$ cat config.mk
export PLATFORM = sky130hd
export DESIGN_NAME = data_pack
export DESIGN_NICKNAME = d
export VERILOG_FILES = /design/src/rtl/posit_pkg.sv /design/src/rtl/posit_round.sv /design/src/rtl/data_pack.sv
export SDC_FILE = /design/constraint.sdc
export NUM_CORES = 1
export LEC_CHECK = 0
export ABC_AREA = 1
export BUFFER_PORTS_ARGS = -buffer_cell sky130_fd_sc_hd__buf_2
export CORE_MARGIN = 3
export CORE_UTILIZATION = 64
export CTS_BUF_LIST = sky130_fd_sc_hd__clkbuf_2
export DETAILED_ROUTE_END_ITERATION = 10
export PLACE_DENSITY = 0.87
export SLEW_MARGIN = 30
export SYNTH_ARGS = -nofsm -noshare
export SYNTH_HDL_FRONTEND = slang
export SYNTH_SLANG_ARGS = --single-unit
$ cat constraint.sdc
create_clock -name clk -period 7.2 [get_ports clk]
set_clock_uncertainty 0.2 [all_clocks]
set_input_delay 0.36 -clock clk [delete_from_list [all_inputs] [get_ports clk]]
set_output_delay 0.36 -clock clk [all_outputs]
set_load 0.005 [all_outputs]
$ cat src/rtl/posit_pkg.sv
// rtl/posit_pkg.sv - shared constants, log2 helper and stage records for the posit packer
package posit_pkg;

  function automatic int log2(input int v);
    int r;
    r = 0;
    for (int i = 0; i < 31; i++) begin
      if ((1 << i) < v) r = i + 1;
    end
    return r;
  endfunction

  localparam int P_N  = 8;
  localparam int P_ES = 4;
  localparam int P_BS = log2(P_N);
  localparam int RMAX = P_N - 2;
  localparam int RMIN = -(P_N - 2);

  typedef struct packed {
    logic                  sin;
    logic signed [P_BS:0]  k;
    logic [P_ES-1:0]       exp;
    logic [P_N-P_ES-2:0]   frac;
    logic [2:0]            grs;
    logic                  sat_max;
    logic                  sat_min;
    logic                  zero;
    logic                  nar;
  } split_t;

  typedef struct packed {
    logic           sin;
    logic [P_N-2:0] mag;
    logic           rnd;
    logic           sticky;
    logic           sat_max;
    logic           sat_min;
    logic           zero;
    logic           nar;
  } asm_t;

endpackage

$ cat src/rtl/posit_round.sv
// rtl/posit_round.sv - round-to-nearest-even, clamp to 1..maxpos, special values and sign negation
module posit_round #(
  parameter int N = 8
) (
  input  logic         sin,
  input  logic [N-2:0] mag,
  input  logic         rnd,
  input  logic         sticky,
  input  logic         sat_max,
  input  logic         sat_min,
  input  logic         zero,
  input  logic         nar,
  output logic [N-1:0] out
);

  localparam logic [N-2:0] MAG_ONE = {{(N-2){1'b0}}, 1'b1};

  logic [N-1:0] sum;
  logic [N-2:0] m;
  logic [N-1:0] m_ext;

  always_comb begin
    sum = {1'b0, mag} + {{(N-1){1'b0}}, rnd & (sticky | mag[0])};
    // A carry out of N-1 bits would pass maxpos; a zero result would lose a non-zero value.
    if (sum[N-1]) m = '1;
    else if (sum[N-2:0] == '0) m = MAG_ONE;
    else m = sum[N-2:0];
    if (sat_max) m = '1;
    if (sat_min) m = MAG_ONE;
    m_ext = {1'b0, m};
    out = sin ? -m_ext : m_ext;
    if (zero) out = '0;
    if (nar) out = {1'b1, {(N-1){1'b0}}};
  end

endmodule

$ cat src/rtl/data_pack.sv
// rtl/data_pack.sv - three-stage posit encoder: split/clamp, regime assembly, round/negate
module data_pack
  import posit_pkg::*;
#(
  parameter int N  = P_N,
  parameter int es = P_ES,
  parameter int Bs = log2(N)
) (
  input  logic               clk,
  input  logic               rst_n,
  input  logic               in_valid,
  output logic               in_ready,
  input  logic               Sin,
  input  logic signed [Bs+es:0] eff_e,
  input  logic [N-es+2:0]    mant,
  input  logic               zero_in,
  input  logic               nar_in,
  output logic               out_valid,
  input  logic               out_ready,
  output logic [N-1:0]       out
);

  localparam int L = 2 * N + 4;

  split_t       s1_d, s1_q;
  asm_t         s2_d, s2_q;
  logic         s1_valid_d, s1_valid_q;
  logic         s2_valid_d, s2_valid_q;
  logic [N-1:0] out_d, out_q;
  logic         out_valid_d, out_valid_q;
  logic         en;

  logic signed [Bs+es:0] k_full;
  logic [Bs:0]           r;
  logic [L-1:0]          vec;
  logic signed [L-1:0]   shf;
  logic [N-1:0]          rnd_out;
  logic                  unused_hidden;

  assign en            = !out_valid_q || out_ready;
  assign in_ready      = en;
  assign out           = out_q;
  assign out_valid     = out_valid_q;
  assign unused_hidden = mant[N-es+2];

  always_comb begin
    k_full     = eff_e >>> es;
    s1_d       = s1_q;
    s1_valid_d = s1_valid_q;
    if (en) begin
      s1_valid_d   = in_valid;
      s1_d.sin     = Sin;
      s1_d.k       = k_full[Bs:0];
      s1_d.exp     = eff_e[es-1:0];
      s1_d.frac    = mant[N-es+1:3];
      s1_d.grs     = mant[2:0];
      s1_d.sat_max = k_full >= RMAX;
      s1_d.sat_min = k_full < RMIN;
      s1_d.nar     = nar_in;
      s1_d.zero    = zero_in & ~nar_in;
    end
  end

  // Regime pattern "10"/"01" is placed at the top and arithmetic-shifted so the fill repeats its lead bit.
  always_comb begin
    r          = s1_q.k[Bs] ? ~s1_q.k : s1_q.k;
    vec        = {~s1_q.k[Bs], s1_q.k[Bs], s1_q.exp, s1_q.frac, s1_q.grs, {N{1'b0}}};
    shf        = $signed(vec) >>> r;
    s2_d       = s2_q;
    s2_valid_d = s2_valid_q;
    if (en) begin
      s2_valid_d   = s1_valid_q;
      s2_d.sin     = s1_q.sin;
      s2_d.mag     = shf[L-1 -: N-1];
      s2_d.rnd     = shf[L-N];
      s2_d.sticky  = |shf[L-N-1:0];
      s2_d.sat_max = s1_q.sat_max;
      s2_d.sat_min = s1_q.sat_min;
      s2_d.zero    = s1_q.zero;
      s2_d.nar     = s1_q.nar;
    end
  end

  posit_round #(.N(N)) u_round (
    .sin     (s2_q.sin),
    .mag     (s2_q.mag),
    .rnd     (s2_q.rnd),
    .sticky  (s2_q.sticky),
    .sat_max (s2_q.sat_max),
    .sat_min (s2_q.sat_min),
    .zero    (s2_q.zero),
    .nar     (s2_q.nar),
    .out     (rnd_out)
  );

  always_comb begin
    out_d       = out_q;
    out_valid_d = out_valid_q;
    if (en) begin
      out_valid_d = s2_valid_q;
      out_d       = s2_valid_q ? rnd_out : '0;
    end
  end

  always_ff @(posedge clk or negedge rst_n) begin
    if (!rst_n) begin
      s1_q        <= '0;
      s1_valid_q  <= 1'b0;
      s2_q        <= '0;
      s2_valid_q  <= 1'b0;
      out_q       <= '0;
      out_valid_q <= 1'b0;
    end else begin
      s1_q        <= s1_d;
      s1_valid_q  <= s1_valid_d;
      s2_q        <= s2_d;
      s2_valid_q  <= s2_valid_d;
      out_q       <= out_d;
      out_valid_q <= out_valid_d;
    end
  end

endmodule

==> results.py <==
metrics = {
    "outcome": {
        "status": "completed",
    },
    "die": {
        "row_count": 21,
        "fp.dieArea_um2": 4497,
        "io_pins": 32,
        "start_util_pct": 68.80,
        "die_x_um": 67.06,
        "core_area_um2": 3468,
        "die_y_um": 67.06,
    },
    "timing": {
        "fin_ws_ns": 4.485,
        "fmax_ghz": 0.3683,
        "tightest_slew_ns": 0.6008,
        "timing.setup.tns_ns": 0,
        "timing.hold.ws_ns": 0.2345,
        "drv_slew": 0,
        "relSlewSlack_pct": 59.89,
        "rsz0062_at_grt": "false",
        "fin_crit_sh_pct": 37.71,
        "timing.final.crit_period_ns": 2.715,
        "finalHoldViolations": 0,
        "finalSetupViolations": 0,
    },
    "logic_synthesis": {
        "synth_top_area_cell": "dfrtp_1",
        "synth_top_area_share_pct": 46.15,
        "yosysMostFrequentCell": "nand2_1",
        "async_flop_share_pct": 100.0,
        "syn-mean-instance-area_um2": 7.672,
        "synth.area.top_cells": "dfrtp_1 (46%), nand2_1 (17%), o21ai_0 (6.7%), inv_1 (5.8%), nand3_1 (2.5%)",
        "syn_nets": 336,
        "synthFlopType": "dfrtp_1",
        "yosysSeqAreaShare_pct": 46.15,
        "ys_ff_latch": 44,
        "synth_warnings": 0,
        "synthTopCellsByCount": "nand2_1 (110), dfrtp_1 (44), inv_1 (37)",
        "synth.distinct_cells": 35,
        "synth_edf_count": 0,
        "synth_area_um2": 2386,
        "synth_cells": 311,
    },
    "global_routing": {
        "antenna_found_initial": 0,
        "gr-usage-all-layers_pct": 29.75,
        "grt_pass1_vias": 2173,
        "grt_max_degree": 45,
        "grt-ovfl-total": 0,
        "grt_pass1_wl_um": 9998,
    },
    "cts": {
        "ctsResizeCount": 0,
        "cts_tree": "built",
        "root_buffer": "clkbuf_2",
        "clk-insertion-delay-late_ns": 0.41,
        "cts_sinks": 44,
        "h-tree-depth": 2,
        "clkTransAtPathRegs_ns": 0.22,
        "numCtsBuffers": 5,
        "cts_max_path_buffers": 2,
    },
    "worst_setup_path": {
        "cp.required_ns": 7.33,
        "r2r_end": "out[6]$_DFFE_PN0P_",
        "arrival_ns": 2.85,
        "crit_type": "reg -> reg",
        "rrSetupSlack_ns": 4.49,
        "r2r_cells": 20,
        "endpoint": "out[6]$_DFFE_PN0P_",
        "crit_fanout": 4,
        "rr_startpoint": "s2_q[6]$_DFFE_PN0P_",
        "end_kind": "flip-flop",
        "cp-start-kind": "flip-flop",
        "timing.critical_path.from": "s2_q[6]$_DFFE_PN0P_",
    },
    "route": {
        "wl_per_cell_um": 14.01,
        "first_iter_violations": 203,
        "drc": 0,
        "vias_per_cell": 5.505,
        "vias": 2235,
        "finalWirelength_um": 5689,
        "ant_nets": 0,
        "firstDrtPassIters": 5,
    },
    "power_and_ir_drop": {
        "leakage_nw": 1.488,
        "powerDensity_nw_per_um2": 355.3,
        "vdd_drop_max_v": 0.0001859,
    },
    "hold_path": {
        "min_path_type": "in -> async",
    },
    "cells_and_area": {
        "drive_above_1_share_pct": 17.22,
        "num-fill-cells": 224,
        "antenna_cells": 0,
        "final_nets": 384,
        "areaGrowthSynthToFinish_pct": 17.72,
    },
    "flow_run": {
        "cap_violations": 0,
    },
    "place": {
        "gp_congestion": 0.8322,
        "hpwlAfterDp_um": 3207,
        "portBuffers": 30,
        "pre_cts_ws_ns": 4.510,
    },
}
==> layout by cell type (no fill, tap or decap), drive strengths merged, types with 2 or more instances in the layout <==
master       count
a21oi            7
a22o             2
a22oi            5
buf             31
clkbuf           5
dfrtp           44
dlygate4sd3     20
ha               3
inv             42
nand2          116
nand3           14
nand4            3
nor2            16
o21ai           38
o21bai           2
==> routing by layer <==
layer	global-route usage, %	vias to the layer above	routed length [um]
li1	-	1083	-
met2	50.80	98	2861
met5	0	-	0
met1	36.17	1034	2337
met4	12.41	0	148
met3	6.071	20	341
==> power breakdown <==
part	switching, mW	internal [mW]	total, mW
clock	0.0787	0.0580	0.137
combinational	0.305	0.173	0.478
sequential	0.0617	0.322	0.383
total	0.445	0.553	0.998
==> worst max-delay path, stage by stage (launching register included) <==
cell and delay [ns]:
dfrtp_1 0.39, inv_1 0.07, a21oi_1 0.18, ha_1 0.23, ha_1 0.23, nand2_1 0.08, inv_1 0.08, nand2_1 0.05
nand2_1 0.06, nand2_1 0.07, nand2_1 0.08, nor2_2 0.05, nor2_4 0.14, ha_1 0.17, inv_1 0.05, a21oi_1 0.15
nand4_1 0.13, nand2_1 0.08, nand2_1 0.05, nand3_1 0.06, nand2_1 0.07
==> worst min-delay path by stage <==
stage               slack, ns                  end                start  cells past startpoint
global route             0.23   out[5]$_DFFE_PN0P_                rst_n                      2
detailed placement       0.26  s2_q[0]$_DFFE_PN0P_  s1_q[0]$_DFFE_PN0P_                      2
floorplan               -0.14   out[0]$_DFFE_PN0P_                rst_n                      0
global placement         0.25  s2_q[0]$_DFFE_PN0P_  s1_q[0]$_DFFE_PN0P_                      2
finish                   0.23   out[2]$_DFFE_PN0P_                rst_n                      2
CTS                      0.21   out[5]$_DFFE_PN0P_            out_ready                      5
==> per-stage QoR <==
stage | std cells | util (%) | cell area, um^2 | total power, mW
detailed placement | 378 | 73.20 | 2539 | 0.8316
global route | 406 | 80.99 | 2809 | 1.097
finish | 406 | 80.99 | 2809 | 0.9980
global placement | 378 | 73.20 | 2539 | 0.8131
CTS | 406 | 80.92 | 2806 | 0.9832
floorplan | 311 | - | 2386 | 0.7316
==> flip-flops by register name (all words and copies together) (netlist names) <==
signal	cells
s2_valid_q	1
out	8
s2_q	14
s1_valid_q	1
s1_q	19
out_valid	1
==> layout make-up <==
type | instances | area [um^2] | share of cell area, %
well taps | 46 | 57.56 | 2.049
flip-flops and latches | 44 | 1101 | 39.20
clock inverters | 3 | 42.54 | 1.514
clock buffers | 5 | 25.02 | 0.8909
inverters | 42 | 157.7 | 5.612
multi-input cells | 215 | 1065 | 37.91
repair buffers | 51 | 360.3 | 12.83
==> logic make-up (layout without fill, tap and decap cells) <==
family	after synthesis	after routing	synth area share, %
adders and majority gates	3	3	1.573
buffers and inverters	52	101	9.229
xor gates and xnor gates	2	2	0.7343
and+or+nand+nor	152	152	27.85
AOI/OAI and AO/OA	58	58	14.47
DFF	44	44	46.15
==> what timing repair did <==
item | CTS | global route
hold endpoints to repair | 62 | 0
setup buffers | 0 | 0
hold buffers | 20 | 0
(Power assumes the default switching activity.)
